--- src/rtl/lsu_pkg.sv ---
// Shared types and helpers for the RV32 load/store initiator: funct3 encoding,
// per-command bookkeeping, and the lane shuffling used on requests and responses.
package lsu_pkg;

  typedef enum logic [2:0] {
    F3_B  = 3'd0,
    F3_H  = 3'd1,
    F3_W  = 3'd2,
    F3_BU = 3'd4,
    F3_HU = 3'd5
  } funct3_e;

  typedef struct packed {
    logic       we;
    logic [2:0] funct3;
    logic [1:0] off;
    logic       err;
  } meta_t;

  // funct3[1:0] alone encodes the access size; bit 2 only selects zero-extension
  function automatic logic [3:0] mk_mask(input logic [2:0] f3, input logic [1:0] off);
    case (f3[1:0])
      2'd0:    mk_mask = 4'b0001 << off;
      2'd1:    mk_mask = 4'b0011 << off;
      default: mk_mask = 4'b1111;
    endcase
  endfunction

  function automatic logic [3:0][7:0] mk_wdata(input logic [2:0] f3, input logic [31:0] w);
    case (f3[1:0])
      2'd0:    mk_wdata = {4{w[7:0]}};
      2'd1:    mk_wdata = {2{w[15:0]}};
      default: mk_wdata = w;
    endcase
  endfunction

  function automatic logic is_misaligned(input logic [2:0] f3, input logic [1:0] off);
    case (f3[1:0])
      2'd1:    is_misaligned = off[0];
      2'd2:    is_misaligned = (off != 2'd0);
      default: is_misaligned = 1'b0;
    endcase
  endfunction

  function automatic logic [31:0] extract_load(input logic [2:0] f3, input logic [1:0] off,
                                               input logic [3:0][7:0] d);
    logic [7:0]  b;
    logic [15:0] h;
    b = d[off];
    h = {d[off + 2'd1], d[off]};
    case (f3)
      F3_B:    extract_load = {{24{b[7]}}, b};
      F3_BU:   extract_load = {24'h0, b};
      F3_H:    extract_load = {{16{h[15]}}, h};
      F3_HU:   extract_load = {16'h0, h};
      default: extract_load = d;
    endcase
  endfunction

endpackage

--- src/rtl/sync_fifo.sv ---
// Small synchronous FIFO with occupancy counter; full reflects entries held only,
// so a pop never frees a slot for a push in the same cycle.
module sync_fifo #(
  parameter int WIDTH = 8,
  parameter int DEPTH = 2
) (
  input  logic             clk,
  input  logic             rstf,
  input  logic             push,
  input  logic [WIDTH-1:0] wdata,
  input  logic             pop,
  output logic [WIDTH-1:0] rdata,
  output logic             full,
  output logic             empty
);
  localparam int PW = (DEPTH > 1) ? $clog2(DEPTH) : 1;
  localparam int CW = $clog2(DEPTH + 1);

  logic [WIDTH-1:0] mem_q [DEPTH];
  logic [PW-1:0]    wr_ptr_q, wr_ptr_d, rd_ptr_q, rd_ptr_d;
  logic [CW-1:0]    cnt_q, cnt_d;

  always_comb begin
    wr_ptr_d = wr_ptr_q;
    rd_ptr_d = rd_ptr_q;
    if (push) wr_ptr_d = (wr_ptr_q == PW'(DEPTH - 1)) ? '0 : wr_ptr_q + PW'(1);
    if (pop)  rd_ptr_d = (rd_ptr_q == PW'(DEPTH - 1)) ? '0 : rd_ptr_q + PW'(1);
    cnt_d = cnt_q + CW'(push) - CW'(pop);
  end

  always_ff @(posedge clk or negedge rstf) begin
    if (!rstf) begin
      wr_ptr_q <= '0;
      rd_ptr_q <= '0;
      cnt_q    <= '0;
    end else begin
      wr_ptr_q <= wr_ptr_d;
      rd_ptr_q <= rd_ptr_d;
      cnt_q    <= cnt_d;
    end
  end

  always_ff @(posedge clk) begin
    if (push) mem_q[wr_ptr_q] <= wdata;
  end

  assign rdata = mem_q[rd_ptr_q];
  assign full  = (cnt_q == CW'(DEPTH));
  assign empty = (cnt_q == '0);

endmodule

--- src/rtl/lsu_mem_initiator.sv ---
// Load/store initiator: zero-cycle request pass-through to the data RAM, with
// in-order responses rebuilt from a meta FIFO and a read-data FIFO.
module lsu_mem_initiator
  import lsu_pkg::*;
#(
  parameter int DEPTH       = 8192,
  parameter int AW          = $clog2(DEPTH) + 2,
  parameter int OUTSTANDING = 2
) (
  input  logic                 clk,
  input  logic                 rstf,
  input  logic                 t_req_valid,
  output logic                 t_req_ready,
  input  logic                 t_req_we,
  input  logic [2:0]           t_req_funct3,
  input  logic [31:0]          t_req_addr,
  input  logic [31:0]          t_req_wdata,
  output logic                 i_rsp_valid,
  input  logic                 i_rsp_ready,
  output logic [31:0]          i_rsp_data,
  output logic                 i_rsp_err,
  output logic                 i_mem_valid,
  input  logic                 i_mem_ready,
  output logic                 i_mem_we,
  output logic [AW-1:0]        i_mem_addr,
  output logic [3:0][7:0]      i_mem_data,
  output logic [3:0]           i_mem_mask,
  input  logic                 t_mem_valid,
  output logic                 t_mem_ready,
  input  logic [3:0][7:0]      t_mem_data
);
  localparam int LW = $clog2(OUTSTANDING + 1);

  logic [1:0]      off;
  logic            illegal, err, acc;
  meta_t           meta_in, meta_head;
  logic            meta_full, meta_empty, meta_pop;
  logic [3:0][7:0] data_head;
  logic            data_empty, data_push, data_pop;
  logic            rsp_blank, rsp_fire;
  logic [LW-1:0]   lif_q, lif_d;
  logic            unused_data_full;
  logic            unused_addr_hi;

  assign off     = t_req_addr[1:0];
  assign illegal = (t_req_funct3 == 3'd3) || (t_req_funct3[2:1] == 2'b11);
  assign err     = illegal | is_misaligned(t_req_funct3, off);

  // error commands never reach the RAM but still take a response slot
  assign i_mem_valid = t_req_valid & ~meta_full & ~err;
  assign t_req_ready = ~meta_full & (err | i_mem_ready);
  assign acc         = t_req_valid & t_req_ready;
  assign i_mem_we    = t_req_we;
  assign i_mem_addr  = {t_req_addr[AW-1:2], 2'b00};
  assign i_mem_mask  = mk_mask(t_req_funct3, off);
  assign i_mem_data  = mk_wdata(t_req_funct3, t_req_wdata);
  assign t_mem_ready = 1'b1;
  assign unused_addr_hi = &{1'b0, t_req_addr[31:AW]};

  assign meta_in = '{we: t_req_we, funct3: t_req_funct3, off: off, err: err};

  sync_fifo #(.WIDTH($bits(meta_t)), .DEPTH(OUTSTANDING)) u_meta (
    .clk(clk), .rstf(rstf), .push(acc), .wdata(meta_in), .pop(meta_pop),
    .rdata(meta_head), .full(meta_full), .empty(meta_empty)
  );

  // read data with no load outstanding is left over from before a reset
  assign data_push = t_mem_valid & (lif_q != '0);

  always_comb begin
    lif_d = lif_q;
    if (acc & ~t_req_we & ~err) lif_d = lif_d + LW'(1);
    if (data_push)              lif_d = lif_d - LW'(1);
  end

  always_ff @(posedge clk or negedge rstf) begin
    if (!rstf) lif_q <= '0;
    else       lif_q <= lif_d;
  end

  sync_fifo #(.WIDTH(32), .DEPTH(OUTSTANDING)) u_data (
    .clk(clk), .rstf(rstf), .push(data_push), .wdata(t_mem_data), .pop(data_pop),
    .rdata(data_head), .full(unused_data_full), .empty(data_empty)
  );

  assign rsp_blank   = meta_head.we | meta_head.err;
  assign i_rsp_valid = ~meta_empty & (rsp_blank | ~data_empty);
  assign rsp_fire    = i_rsp_valid & i_rsp_ready;
  assign meta_pop    = rsp_fire;
  assign data_pop    = rsp_fire & ~rsp_blank;
  assign i_rsp_err   = ~meta_empty & meta_head.err;
  assign i_rsp_data  = (meta_empty | rsp_blank) ? 32'h0
                     : extract_load(meta_head.funct3, meta_head.off, data_head);

endmodule

--- config.mk ---
export PLATFORM = sky130hd
export DESIGN_NAME = lsu_mem_initiator
export DESIGN_NICKNAME = d
export VERILOG_FILES = /design/src/rtl/lsu_pkg.sv /design/src/rtl/sync_fifo.sv /design/src/rtl/lsu_mem_initiator.sv
export SDC_FILE = /design/constraint.sdc
export NUM_CORES = 1
export LEC_CHECK = 0
export ABC_AREA = 1
export CELL_PAD_IN_SITES_DETAIL_PLACEMENT = 1
export CELL_PAD_IN_SITES_GLOBAL_PLACEMENT = 1
export CORE_UTILIZATION = 32
export CTS_CLUSTER_DIAMETER = 40
export DETAILED_ROUTE_END_ITERATION = 8
export GPL_TIMING_DRIVEN = 0
export PLACE_DENSITY = 0.9
export SETUP_SLACK_MARGIN = 0.3
export SYNTH_ARGS = -nofsm -noshare
export SYNTH_HDL_FRONTEND = slang
export SYNTH_SLANG_ARGS = --single-unit
--- constraint.sdc ---
create_clock -name clk -period 2.89 [get_ports clk]
set_input_delay 0.4335 -clock clk [delete_from_list [all_inputs] [get_ports clk]]
set_output_delay 0.4335 -clock clk [all_outputs]
set_load 0.02 [all_outputs]
# Yosys cells after proc, flatten, opt, wreduce, memory -nomap -nowiden

Memory sizes are Yosys's and may differ from the RTL's.
Index checks and enable logic that the tools add are counted.

Memories: 2
Input port bits: 106
Latch bits: 0
Output and inout bits: 89
Memory bits (writable): 78
Word-level logic and storage cells: 80
Bits in read-only memories: 0
Register bits: 10

Memory list:

| name         | depth | bits a word | read ports | clocked after Yosys merged registers in | wr ports | line            | text |
|---|---|---|---|---|---|---|---|
| u_data.mem_q | 2     | 32          | 1          | 0                                       | 1        | sync_fifo.sv:19 | `logic [WIDTH-1:0] mem_q [DEPTH];` |
| u_meta.mem_q | 2     | 7           | 1          | 0                                       | 1        | sync_fifo.sv:19 |  |

Div/mod/pow operators: 0
$mul: 0
Magnitude comparators: 2
Bitwise gates (word level): 22
Shifts and indexed selects: 2
Add/subtract/negate cells: 11
Reduce and logical (&&, ||, !) cells: 7
Equality and inequality tests: 8
Muxes and demuxes: 19

Operators by type and width:

| operator            | count |
|---|---|
| $pmux 32 s4         | 1 |
| $pmux 32 s2         | 1 |
| $bmux 8 s2          | 2 |
| $mux 32             | 1 |
| $mux 8              | 2 |
| $and 1x1->1         | 11 |
| $mux 1              | 8 |
| $pmux 4 s2          | 1 |
| $eq 2x2->1 const B  | 3 |
| $eq 3x3->1 const B  | 2 |
| $logic_not 2->1     | 3 |
| $lt 2x3->1 const B  | 2 |
| $not 1->1           | 6 |
| $or 1x1->1          | 5 |
| $add 1x1->1 const B | 4 |
| $add 2x1->2         | 2 |
| $add 2x1->2 const B | 2 |
| $mux 2              | 2 |
| $reduce_bool 2->1   | 2 |
| $shl 1x2->4 const A | 1 |
| $shl 2x2->4 const A | 1 |
| $sub 2x1->2         | 2 |
| $eq 3x1->1 const B  | 1 |
| $eq 3x2->1 const B  | 1 |
| other kinds (5)     | 5 |

# Depth between registers and ports, before layout

Gate-level depths: netlist of run 1.

Word-level depth: 11
Gate-level depth with buffers: 15
Mapped depth without buffers: 14

# By module

Synthesis of run 1 repeated with hierarchy kept, for this count alone.

Cells, all modules: 593
Area, all modules: 5265.0 um^2

Modules (own cells, without submodules):

| module             | times used | area an instance (um^2) | cells each |
|---|---|---|---|
| sync_fifo (u_data) | 1          | 2706.3                  | 192 |
| lsu_mem_initiator  | 1          | 1831.8                  | 340 |
| sync_fifo (u_meta) | 1          | 726.9                   | 61 |

# Worst setup path before layout of run 1

OpenSTA, ideal clock, no wires.

Kind: register -> register
Start: register lif_q[0]
End: memory u_data.mem_q[1][0], enable pin
Arrival time: 2234 ps
Library setup time: 421 ps
Data required time: 2469 ps
Clock period less this slack: 2655 ps
Path slack: 235 ps
Buffers on the path: 0
Stages on the path, launching flop included: 6
Cells stage by stage: dfrtp_1 > inv_1 > ha_1 > nor2_1 > inv_1 > nor2_1

Longest elaborated chain between the ends: 4

RTL lines:

| item                         | line                    | text |
|---|---|---|
| start, declared              | lsu_mem_initiator.sv:41 | `logic [LW-1:0] lif_q, lif_d;` |
| start signal, assigned       | lsu_mem_initiator.sv:78 | `else lif_q <= lif_d;` |
| $reduce_bool 2->1            | lsu_mem_initiator.sv:68 | `assign data_push = t_mem_valid & (lif_q != '0);` |
| $and 1x1->1                  | lsu_mem_initiator.sv:68 |  |
| via data_push                | lsu_mem_initiator.sv:39 | `logic data_empty, data_push, data_pop;` |
| $mux 1                       | sync_fifo.sv:44         | `if (push) mem_q[wr_ptr_q] <= wdata;` |
| $mux 1 (not written as such) | sync_fifo.sv:44         |  |
| end, declared                | sync_fifo.sv:19         |  |

The timed path passes the listed nets, and every way through them passes these cells.

# Worst setup path in the final report of run 1

Start: register u_meta.rd_ptr_q
End: output i_rsp_data[12]

Longest elaborated chain between the ends: 6
Elaborated cells on any way between the ends: 14

RTL lines:

| item                         | line                    | text |
|---|---|---|
| start, declared              | sync_fifo.sv:20         | `logic [PW-1:0] wr_ptr_q, wr_ptr_d, rd_ptr_q, rd_ptr_d;` |
| start signal, assigned       | sync_fifo.sv:38         | `rd_ptr_q <= rd_ptr_d;` |
| $mem_v2 2x7 (*)              | -                       |  |
| $add 2x1->2                  | lsu_pkg.sv:50           | `h = {d[off + 2'd1], d[off]};` |
| $bmux 8 s2                   | lsu_pkg.sv:50           |  |
| $mux 8 (not written as such) | lsu_pkg.sv:50           |  |
| $pmux 32 s4                  | lsu_pkg.sv:51           | `case (f3)` |
| $mux 32 (*)                  | lsu_mem_initiator.sv:92 | `assign i_rsp_data = (meta_empty \| rsp_blank) ? 32'h0` |
| end, declared                | lsu_mem_initiator.sv:20 | `output logic [31:0] i_rsp_data,` |

Mark *: on every way between the ends. The rest lies on a longest branch, timed or not. The select of a mux whose other input is x is not followed.

==> flow_summary.yaml, run 1 <==
placed_design:
  dp_hpwl_mm: 13.2
  globalplace.congestion: 0.837
  pre_cts_slack_ps: -1010
  portBuffers: 161
routing:
  via_per_inst: 5.47
  vias: 5576
  wl_per_cell_um: 23.5
  dr_wl_met3_mm: 1.76
  top_layer: "met4"
  drcViolationCount: 0
  wl_met1_mm: 8.68
  drt_iter0_drc: 642
  routed_wl_mm: 24.0
  ant_nets: 0
  drt_pass1_iterations: 5
  route.met2.wl_mm: 12.0
global_routing:
  grt.total_usage: 0.274
  grt_pass1_wl_mm: 33.7
  grt-ovfl-total: 0
  grt_max_degree: 22
  antenna_found_initial: 0
  grt_pass1_vias: 5930
timing:
  finClkSkew_ps: 6.70
  max_freq_ghz: 0.353
  rsz0062_at_grt: "true"
  post-route-period-util: 0.979
  setup_ws_ps: 60.6
  finalCriticalPeriod_ps: 2830
  hold_viol_final: 0
  worst_slew_pin_slew_ps: 850
  drv_slew: 0
  setup_viol_count_final: 0
  maxSlewHeadroom: 0.431
clock_tree:
  hold_buffers: 0
  cts_root_buf: "clkbuf_16"
  cts_tree: "built"
  clk_path_buf_depth: 2
  worstSkewPairLatency_ps: 350
  cts_num_sinks: 88
  cts_buffers: 9
  path_clk_slew_ps: 80
  htreeDepth: 3
layout:
  fin_nets: 918
  drive_gt1_frac: 0.285
  diodes: 0
  num-fill-cells: 1787
  area_growth_pct: 53.6
synthesis:
  ys_async_sr_fraction: 0.114
  synth_area_leader_cell: "edfxtp_1"
  yosysWarnings: 0
  synth_ff_type: "edfxtp_1"
  syn_area_sq_um: 5120
  synth_edf_count: 78
  synth-seq-cells: 88
  synth_cell_type_count: 38
  yosysMostFrequentCell: "nand2_1"
  avgSynthCellArea_sq_um: 8.64
  synth_top_area_share: 0.457
  synthCells: 593
  synthTopCellsByArea: "edfxtp_1 46%, nand2_1 12%, inv_1 5.2%"
  ys_seq_area_frac: 0.506
  synth_common_cells: "170 x nand2_1, 78 x edfxtp_1, 71 x inv_1"
power:
  ir_worst_vdd_mv: 0.448
  power_frac_comb: 0.619
  power_switching_w: 0.00400
  p_leak_nw: 3.52
  seqPwrFrac: 0.230
  power_density_nw_per_um2: 1050
  internal-power_w: 0.00428
  total_power_w: 0.00828
  switching_share: 0.483
  p_clk_frac: 0.151
worst_setup_path:
  r2r.worst_path.cells: 13
  cp_common_cell: "buf_4"
  timing.rr.start: "u_meta.rd_ptr_q$_DFFE_PN0N_"
  r2r_end: "u_meta.cnt_q[1]$_DFF_PN0_"
  path_cells: "buf_4 -> o21ai_4 -> inv_2 -> buf_4 -> nor2_4 -> buf_6 -> nor2_1 -> o21ai_1 -> a21oi_1 -> buf_4"
  reg2reg_slack_ps: 390
  cp_slowest_stage_delay_ps: 440
  arrival_ps: 2400
  slowest_stage: "dfrtp_1"
  crit_type: "reg -> out"
  crit_end: "i_rsp_data[12]"
  cp-start-kind: "flip-flop"
  cp-startpoint: "u_meta.rd_ptr_q$_DFFE_PN0N_"
  cp-end-kind: "output port"
  crit_required_ps: 2460
  cp_max_fo: 5
run_status:
  outcome: "completed"
job:
  max-cap-violations: 0
die:
  fp.dieW_um: 129
  core_sq_um: 15400
  fp-row-count: 45
  initial_utilization: 0.332
  die_h_um: 129
  pin_count: 195
  die_area_sq_um: 16500
worst_hold_path:
  hp-class: "in -> async"
## worst max-delay path, delay by kind of cell (launching register included)
family          cells  cell delay (ps)
buf+inv             5              810
compound gates      3              560
flops               1              440
simple gates        2              220
## kinds of logic (layout without fill, tap and decap cells)
group | Yosys count | after routing | synth area share
other | 2 | 3 | 0.00147
adders and majority gates | 9 | 9 | 0.0220
muxes | 5 | 5 | 0.00977
xor gates and xnor gates | 8 | 8 | 0.0137
and+or+nand+nor | 271 | 271 | 0.231
AOI/OAI and AO/OA | 90 | 90 | 0.0999
buffers and inverters | 120 | 334 | 0.117
DFF | 88 | 88 | 0.506
## repair_timing
action                     in CTS  in global routing
pin swaps                      16                 15
setup endpoints to repair      63                 60
resized for setup             260                118
cloned                          4                  1
setup buffers                  28                  2
## power groups by stage
stage	Sequential [W]	Clock [W]	Combinational, W
final	0.00190	0.00125	0.00512
after detailed placement	0.00189	0	0.00382
after CTS	0.00187	0.00122	0.00449
after global routing	0.00192	0.00129	0.00533
after floorplan	0.00185	0	0.00235
after global placement	0.00188	0	0.00358
## registers in the layout, summed over array words and instances (netlist names)
name and count:
u_data.rd_ptr_q 1, u_meta.mem_q 14, u_meta.cnt_q 2, u_meta.rd_ptr_q 1, u_data.mem_q 64, u_meta.wr_ptr_q 1
u_data.cnt_q 2, lif_q 2, u_data.wr_ptr_q 1
## through the flow
| stage | TNS [ps] | util | instances | hold WS (ps) | instance area (sq um) |
|---|---|---|---|---|---|
| finish | 0 | 0.510 | 1019 | 408 | 7870 |
| detailed placement | -19540 | 0.458 | 968 | 538 | 7070 |
| CTS | 0 | 0.505 | 1016 | 414 | 7790 |
| global placement | -85430 | 0.454 | 966 | 478 | 7000 |
| global route | 0 | 0.510 | 1019 | 446 | 7870 |
| floorplan | 0 | - | 594 | 138 | 5130 |
## cells in the final DEF, fill, tap and decap left out, types with 4 or more instances in the layout
cell / count
a21oi_1: 8
a21oi_2: 7
buf_12: 4
buf_2: 5
buf_4: 72
buf_6: 22
clkbuf_16: 9
clkbuf_2: 22
clkdlybuf4s50_1: 94
dfrtp_1: 9
dlygate4sd2_1: 8
edfxtp_1: 78
ha_1: 8
inv_1: 70
mux2i_1: 5
nand2_1: 159
nand2_2: 10
nand2_4: 5
nand3_1: 16
nand3_2: 6
nand4_1: 4
nor2_1: 39
nor2_2: 7
nor2_4: 17
o211ai_1: 5
o21ai_0: 38
o21ai_1: 12
o21ai_2: 4
o22ai_1: 6
xor2_1: 5
## final cells by class
class,count,area [sq um],area share
sequential,88,2590,0.330
multi-input combinational,386,2180,0.278
timing repair buffer,197,1850,0.236
buffer,43,358,0.0455
inverter,77,308,0.0391
tap,211,264,0.0335
clock buffer,9,225,0.0286
clock inverter,7,75.1,0.00954
timing repair inverter,1,7.51,0.000954
## worst min-delay path by stage
| stage | end | from | slack, ps |
|---|---|---|---|
| 6_report | u_data.rd_ptr_q$_DFFE_PN0P_ | rstf | 410 |
| 5_1_grt | u_data.cnt_q[1]$_DFF_PN0_ | rstf | 450 |
| 4_1_cts | u_data.cnt_q[1]$_DFF_PN0_ | rstf | 410 |
| 3_5_place_dp | u_meta.wr_ptr_q$_DFFE_PN0N_ | u_meta.wr_ptr_q$_DFFE_PN0N_ | 540 |
| 3_3_place_gp | u_data.wr_ptr_q$_DFFE_PN0P_ | u_data.wr_ptr_q$_DFFE_PN0P_ | 480 |
| 2_1_floorplan | lif_q[0]$_DFF_PN0_ | rstf | 140 |
## routing by layer
| layer | vias up | GRT usage |
|---|---|---|
| li1 | 2322 | - |
| met1 | 2696 | 0.311 |
| met2 | 415 | 0.477 |
| met3 | 143 | 0.0536 |
| met4 | 0 | 0.167 |
| met5 | - | 0 |
(Power assumes the default switching activity.)
==> run 2: changes to the inputs <==
--- a/config.mk
+++ b/config.mk
@@ -8,6 +8,7 @@
 export ABC_AREA = 1
 export CELL_PAD_IN_SITES_DETAIL_PLACEMENT = 1
 export CELL_PAD_IN_SITES_GLOBAL_PLACEMENT = 1
+export CORE_MARGIN = 1.5
 export CORE_UTILIZATION = 32
 export CTS_CLUSTER_DIAMETER = 40
 export DETAILED_ROUTE_END_ITERATION = 8
==> run 2 against run 1 <==
Against the previous run: the flow now finishes with violations (negative setup slack); wire length increased by 1.7%; cell area increased by 4.2%; clock-buffer cell count unchanged; non-clock buffer count increased by 11; register-to-register slack improved by 60 ps; clock power increased by 4%; die area increased by 1.6%; critical path type unchanged; critical endpoint is now i_rsp_data[14].
==> flow_summary.yaml, run 2 (synthesis results as in run 1) <==
power:
  switching_share: 0.477
  power_frac_comb: 0.634
  p_leak_nw: 3.59
  power_switching_w: 0.00418
  power_density_nw_per_um2: 1070
  p_clk_frac: 0.149
  ir_worst_vdd_mv: 0.540
  seqPwrFrac: 0.218
  total_power_w: 0.00876
  internal-power_w: 0.00458
layout:
  drive_gt1_frac: 0.311
  layout_common_cells: "155 x nand2_1, 95 x clkdlybuf4s50_1, 83 x buf_4"
  reg_top3: "u_data.mem_q: 64 flops, u_meta.mem_q: 14 flops"
  area_growth_pct: 60.0
  top_register: "u_data.mem_q"
  largest_register_ffs: 64
  final_cells: 1036
  final_common_cell: "nand2_1"
  num-fill-cells: 1795
  fin_nets: 929
die:
  core_sq_um: 15800
  pin_count: 195
  die_area_sq_um: 16800
  die_h_um: 130
  fp.dieW_um: 130
  initial_utilization: 0.325
  fp-row-count: 46
timing:
  hold_viol_final: 0
  max_freq_ghz: 0.341
  finalCriticalPeriod_ps: 2930
  post-route-period-util: 1.02
  setup_ws_ps: -43.9
  setup_viol_count_final: 2
  rsz0062_at_grt: "true"
  finClkSkew_ps: 6.65
  worst_slew_pin_slew_ps: 878
  drv_slew: 0
  fin_hold_ws_ps: 404
  maxSlewHeadroom: 0.413
placed_design:
  pre_cts_slack_ps: -897
  portBuffers: 161
  place_inst: 973
  dp_hpwl_mm: 13.5
  globalplace.congestion: 0.854
routing:
  ant_nets: 0
  routed_wl_mm: 24.4
  drt_iter0_drc: 552
  vias: 5588
  drt_pass1_iterations: 6
  via_per_inst: 5.39
  drcViolationCount: 0
  wl_per_cell_um: 23.6
clock_tree:
  cts_num_sinks: 88
  worstSkewPairLatency_ps: 350
  cts_buffers: 9
  htreeDepth: 3
  cts_root_buf: "clkbuf_16"
  clk_path_buf_depth: 2
  cts_tree: "built"
  path_clk_slew_ps: 70
worst_setup_path:
  cp_slowest_stage_delay_ps: 450
  slowest_stage: "dfrtp_1"
  arrival_ps: 2500
  crit_type: "reg -> out"
  timing.rr.start: "u_meta.rd_ptr_q$_DFFE_PN0N_"
  cp-startpoint: "u_meta.rd_ptr_q$_DFFE_PN0N_"
  cp-end-kind: "output port"
  reg2reg_slack_ps: 450
  cp-start-kind: "flip-flop"
  r2r.worst_path.cells: 15
  r2r_end: "u_meta.cnt_q[1]$_DFF_PN0_"
  cp_max_fo: 8
  crit_required_ps: 2460
  path_cells: "buf_8 -> clkinv_8 -> nand2_4 -> nand2_4 -> buf_8 -> buf_4 -> o21ai_1 -> nand2_1 -> nand4_1 -> nand2_1 -> a21oi_2 -> buf_4"
global_routing:
  grt-ovfl-total: 0
  antenna_found_initial: 1
  grt_pass1_vias: 5588
  grt_pass1_wl_mm: 31.1
  grt.total_usage: 0.247
  grt_max_degree: 22
run_status:
  outcome: "complete, but fails checks"
  violations: "negative setup slack"
job:
  max-cap-violations: 0
worst_hold_path:
  hp-class: "in -> async"
==> run 2: layer usage <==
metal  vias to the layer above  global-route usage  wire length, um
met5                         -                   0                0
met4                         0               0.127             1540
met3                       132              0.0524             1820
met2                       393               0.430            12000
met1                      2710               0.289             9090
li1                       2353                   -                -
==> run 2: how the worst max path moves through the flow <==
stage                                     to  slack, ps
3_5_place_dp                  i_mem_data[16]       -900
5_1_grt                       i_rsp_data[10]         -9
4_1_cts                       i_rsp_data[14]        230
6_report                      i_rsp_data[14]        -40
2_1_floorplan   u_data.mem_q[1][0]$_DFFE_PP_        230
3_3_place_gp   u_data.mem_q[1][10]$_DFFE_PP_      -1150
==> run 2: cell type report <==
| cell class | count | area (sq um) | area share |
|---|---|---|---|
| diodes | 1 | 2.50 | 0.000305 |
| plain buffers | 43 | 375 | 0.0458 |
| clock buffers | 9 | 225 | 0.0275 |
| clock inverters | 7 | 93.8 | 0.0114 |
| inverters | 77 | 313 | 0.0382 |
| multi-input cells | 386 | 2320 | 0.283 |
| flip-flops and latches | 88 | 2590 | 0.316 |
| well taps | 216 | 270 | 0.0330 |
| repair buffers | 208 | 2000 | 0.244 |
| repair inverters | 1 | 7.51 | 0.000916 |
==> run 2: worst max-delay path, delay by kind of cell, from the launching register on <==
family	cells	cell delay (ps)
and+or+nand+nor	5	490
DFF	1	450
AOI/OAI and AO/OA	2	460
buffers and inverters	5	750
==> run 2: what timing repair did <==
action / in CTS / in global routing
pin swaps: 6 / 29
cloned: 3 / 1
hold buffers: 0 / 0
endpoints found under the setup margin: 63 / 50
buffers inserted: 21 / 21
gates resized for setup: 272 / 144
==> run 2: per-stage QoR <==
step | cell area, sq um | TNS (ps) | util
5_1_grt | 8200 | -25.6 | 0.520
4_1_cts | 7640 | 0 | 0.484
3_5_place_dp | 7080 | -18660 | 0.449
6_report | 8200 | -87.6 | 0.520
2_1_floorplan | 5130 | 0 | -
3_3_place_gp | 7010 | -88720 | 0.444
==> run 2: power groups by stage <==
stage,registers [W],clock network [W],logic [W]
6_report,0.00191,0.00130,0.00555
5_1_grt,0.00192,0.00134,0.00577
4_1_cts,0.00186,0.00127,0.00419
3_5_place_dp,0.00189,0,0.00383
3_3_place_gp,0.00188,0,0.00359
2_1_floorplan,0.00185,0,0.00235
==> run 3: changes to the inputs <==
--- a/config.mk
+++ b/config.mk
@@ -8,6 +8,7 @@
 export ABC_AREA = 1
 export CELL_PAD_IN_SITES_DETAIL_PLACEMENT = 1
 export CELL_PAD_IN_SITES_GLOBAL_PLACEMENT = 1
+export CORE_ASPECT_RATIO = 1.4
 export CORE_MARGIN = 1.5
 export CORE_UTILIZATION = 32
 export CTS_CLUSTER_DIAMETER = 40
==> run 3 against run 2 <==
Against the previous run: the flow now finishes without violations; register-to-register slack better by 80 ps; setup slack better by 180 ps; clock-buffer cell count up 1; wire length down 15%; combinational power down 9.4%; fmax up 6.6%.
==> flow_summary.yaml, run 3 (synthesis results as in run 1) <==
run_status:
  outcome: "completed"
placed_design:
  dp_hpwl_mm: 13.1
  globalplace.congestion: 0.891
  portBuffers: 161
  pre_cts_slack_ps: -941
  place_inst: 953
  dpl-instance-area_sq_um: 7040
worst_setup_path:
  r2r_end: "u_meta.cnt_q[1]$_DFF_PN0_"
  cp-end-kind: "output port"
  timing.rr.start: "u_meta.rd_ptr_q$_DFFE_PN0N_"
  cp_max_fo: 10
  r2r.worst_path.cells: 15
  arrival_ps: 2320
  crit_type: "reg -> out"
  reg2reg_slack_ps: 530
  cp-start-kind: "flip-flop"
  crit_required_ps: 2460
timing:
  drv_slew: 0
  worst_slew_pin_slew_ps: 697
  setup_ws_ps: 137
  rsz0062_at_grt: "true"
  post-route-period-util: 0.953
  hold_viol_final: 0
  max_freq_ghz: 0.363
  finClkSkew_ps: 8.68
  finalCriticalPeriod_ps: 2750
  setup_viol_count_final: 0
  fin_hold_ws_ps: 428
  maxSlewHeadroom: 0.534
routing:
  via_per_inst: 5.19
  wl_per_cell_um: 20.7
  ant_nets: 0
  drt_pass1_iterations: 5
  vias: 5190
  drt_iter0_drc: 294
  drcViolationCount: 0
  routed_wl_mm: 20.7
layout:
  stdcell_area_sq_um: 8010
  layout_common_cells: "156 x nand2_1, 96 x clkdlybuf4s50_1, 78 x edfxtp_1"
  drive_gt1_frac: 0.270
  fin_nets: 915
  reg_top3: "u_data.mem_q: 64 flops, u_meta.mem_q: 14 flops"
  diodes: 0
  final_cells: 1000
  final_common_cell: "nand2_1"
  largest_register_ffs: 64
  top_register: "u_data.mem_q"
  num-fill-cells: 1757
  area_growth_pct: 56.4
die:
  fp.dieW_um: 110
  die_area_sq_um: 16800
  fp-row-count: 54
  core_sq_um: 15600
  die_h_um: 153
  initial_utilization: 0.328
  pin_count: 195
power:
  p_clk_frac: 0.153
  power_frac_comb: 0.614
  internal-power_w: 0.00441
  power_switching_w: 0.00378
  p_leak_nw: 3.50
  total_power_w: 0.00819
  switching_share: 0.462
  seqPwrFrac: 0.233
  power_density_nw_per_um2: 1020
  ir_worst_vdd_mv: 0.439
global_routing:
  antenna_found_initial: 0
  grt.total_usage: 0.217
  grt_pass1_vias: 5418
  grt_pass1_wl_mm: 27.8
  grt-ovfl-total: 0
  grt_max_degree: 28
clock_tree:
  cts_root_buf: "clkbuf_16"
  worstSkewPairLatency_ps: 340
  hold_buffers: 0
  clk_path_buf_depth: 2
  cts_buffers: 9
  cts_num_sinks: 88
  path_clk_slew_ps: 70
  cts_tree: "built"
  htreeDepth: 3
worst_hold_path:
  hp-class: "in -> async"
job:
  max-cap-violations: 0
## run 3: changes by cell type in the layout (fill, tap and decap cells not counted), sizes merged, moves of 2 or more
cell,before,now
buf,124,100
clkinvlp,3,1
clkdlybuf4s15,8,14
dlygate4sd2,12,14
dlygate4sd1,0,2
## run 3: worst max-delay path by stage
stage / startpoint / slack [ps] / depth (start not counted) / to
floorplan: lif_q[0]$_DFF_PN0_ / 230 / 5 / u_data.mem_q[1][0]$_DFFE_PP_
global placement: t_mem_valid / -990 / 5 / u_data.mem_q[0][15]$_DFFE_PP_
detailed placement: t_req_funct3[1] / -940 / 9 / i_mem_data[19]
CTS: u_meta.rd_ptr_q$_DFFE_PN0N_ / 200 / 8 / i_rsp_data[9]
global route: u_meta.rd_ptr_q$_DFFE_PN0N_ / 90 / 12 / i_rsp_data[12]
finish: u_meta.rd_ptr_q$_DFFE_PN0N_ / 140 / 8 / i_rsp_data[12]
## run 3: power groups by stage
stage / registers, W / clock network (W) / logic, W
after global routing: 0.00193 / 0.00130 / 0.00530
after global placement: 0.00188 / 0 / 0.00357
final: 0.00191 / 0.00125 / 0.00503
after floorplan: 0.00185 / 0 / 0.00235
after CTS: 0.00188 / 0.00126 / 0.00398
after detailed placement: 0.00189 / 0 / 0.00377
## run 3: final cells by class
| class | instances | area (sq um) | area share |
|---|---|---|---|
| Sequential cell | 88 | 2590 | 0.324 |
| Multi-Input combinational cell | 386 | 2250 | 0.281 |
| Timing Repair Buffer | 194 | 1910 | 0.239 |
| Buffer | 43 | 382 | 0.0476 |
| Inverter | 77 | 309 | 0.0386 |
| Tap cell | 196 | 245 | 0.0306 |
| Clock buffer | 10 | 229 | 0.0286 |
| Clock inverter | 5 | 82.6 | 0.0103 |
| Timing Repair inverter | 1 | 7.51 | 0.000937 |
## run 3: metrics by stage
stage | utilization | TNS [ps]
finish | 0.513 | 0
global route | 0.513 | 0
CTS | 0.479 | 0
detailed placement | 0.451 | -19900
global placement | 0.447 | -80380
floorplan | - | 0
## run 3: timing repair
item | CTS | global route
setup endpoints to repair | 63 | 48
gates resized for setup | 254 | 121
setup buffers | 10 | 16
cloned | 2 | 4
pin swaps | 4 | 24
## run 3: worst max-delay path, cell delays in order (launching register included)
cell	delay, ps
dfrtp_1	420
buf_2	180
nand2_1	120
o21ai_4	120
clkbuf_2	250
o21ai_0	370
o21ai_2	140
a21oi_2	230
buf_6	150
## run 3: layer usage
metal,track usage,vias up,part of all wire
li1,-,2313,-
met1,0.235,2527,0.35
met2,0.396,277,0.54
met3,0.0436,73,0.071
met4,0.0983,0,0.043
met5,0,-,0
==> RTL edit: new RTL, config.mk and constraints of run 3 <==
The parameter `DEPTH` goes from 8192 to 32768.
--- a/src/rtl/lsu_mem_initiator.sv
+++ b/src/rtl/lsu_mem_initiator.sv
@@ -3,7 +3,7 @@
 module lsu_mem_initiator
   import lsu_pkg::*;
 #(
-  parameter int DEPTH       = 8192,
+  parameter int DEPTH       = 32768,
   parameter int AW          = $clog2(DEPTH) + 2,
   parameter int OUTSTANDING = 2
 ) (
Interface: changed (resized i_mem_addr); port bits go from 195 to 197. No check against the original RTL was run, so the function may have changed too.
==> RTL edit against run 3 <==
  * Via count is 4.7% lower
  * Worst hold slack worse by 0.0058 ns
  * Global-route usage is 0.35 points lower
  * Worst setup slack better by 0.12 ns
  * Total power is 7.5% lower
  * Die area is 0.29% higher
  * Sequential cell count stayed put
  * Sequential share of layout area is 0.98 points higher
  * Fmax is 4.4% higher
  * Design area is 2.9% lower
  * Register-to-register slack worse by 0.05 ns
  * Wire length is 11% lower
  * Synthesized area is 0.29% higher
  * Largest power group unchanged
  * Highest routed layer unchanged
==> RTL edit: results <==
routing:
  m1WireLength_um: 6540
  drt_iter0_drc: 195
  dr_wl_met3_um: 1100
  wl_per_cell_um: 18.6
  viasPerCell: 4.97
  drtPass1Iterations: 6
  met2WireLength_um: 10400
power_and_ir_drop:
  leakagePower_uw: 0.00343
  peakVddDrop_uv: 520
  p_sw_uw: 3420
synth:
  yosys_warnings: 0
  synth_area_leaders: "edfxtp_1 (46%), nand2_1 (12%), inv_1 (5.2%)"
  yosysSeqAreaShare_pct: 50.5
setup_path:
  critPathMaxStageDelay_ns: 0.40
  critPathBufInv: 3
  reg2reg_slack_ns: 0.48
  crit_family: "simple AND/OR/NAND/NOR gates"
  critPathArrivalTime_ns: 2.20
  reg2reg_depth: 13
sta:
  finalClockSkew_ns: 0.0101
  worstMarginPinSlew_ns: 0.967
  holdWs_ns: 0.422
  fin_ws_ns: 0.253
place:
  pre_cts_ws_ns: -0.953
  place_area_mm2: 0.00703
  routabilityCongestion: 0.842
  hpwl_um: 13400
  io_buffers: 163
global_route:
  grt_max_degree: 33
  gr-usage-met3_pct: 4.22
  grtUsageTotal_pct: 21.4
  grt_use_met2_pct: 41.9
  use_met1_pct: 21.7
  grt_pass1_vias: 5398
  grt_pass1_wl_um: 27300
clocking:
  cts.clk_slew.worst_paths_ns: 0.07
layout:
  diodes: 0
  nNetsFinal: 910
  fillers: 1842
  reg_top3: "u_data.mem_q x64, u_meta.mem_q x14"
  drive_gt1_share_pct: 25.8
worst_hold_path:
  hold_path.class: "in2async"
outcome:
  status: "finished, final reports clean"
## RTL edit: changes by cell type after synthesis, sizes merged
cell	run 3	this run
buf	37	39
## RTL edit: per-stage QoR
stage                     std cells  utilization, %
final                           996            49.6
after global routing            996            49.6
after CTS                       986            47.7
after detailed placement        955            44.9
after global placement          955            44.8
after floorplan                 596               -
## RTL edit: layout make-up
class                      instances  share of cell area, %
timing repair buffer             187                   23.1
tap                              196                   3.15
clock inverter                     5                  0.820
buffer                            45                   4.83
clock buffer                      11                   3.12
inverter                          77                   3.96
sequential                        88                   33.3
timing repair inverter             1                 0.0965
multi-input combinational        386                   27.6
## RTL edit: kinds of logic (layout without fill, tap and decap cells)
group,count (synthesis),after routing,synth area share (%)
AND/OR/NAND/NOR,271,271,23.0
other,2,3,0.146
AO/OA/AOI/OAI,90,90,9.96
buffers and inverters,122,326,11.9
adder cells (fa/ha/maj),9,9,2.19
multiplexers,5,5,0.974
flip-flops,88,88,50.5
XOR/XNOR,8,8,1.36
## RTL edit: timing repair
item	CTS	global route
pin swaps	4	13
cloned	4	0
setup endpoints to repair	63	38
resized for setup	259	83
hold buffers	0	0
setup buffers	11	10
## RTL edit: power by group through the flow
stage | registers (uW) | clock network (uW) | logic [uW]
global route | 1920 | 1250 | 4830
detailed placement | 1910 | 0 | 3710
floorplan | 1850 | 0 | 2350
finish | 1880 | 1210 | 4490
global placement | 1880 | 0 | 3570
CTS | 1880 | 1210 | 3920
## RTL edit: how the worst max path moves through the flow
stage | endpoint | slack [ns] | cells past startpoint
after CTS | i_rsp_data[14] | 0.18 | 10
final | i_rsp_data[12] | 0.25 | 10
after detailed placement | i_mem_data[27] | -0.95 | 9
after global placement | u_data.mem_q[1][31] | -0.91 | 5
after floorplan | u_data.mem_q[1][0] | 0.23 | 5
after global routing | i_rsp_data[12] | 0.14 | 11
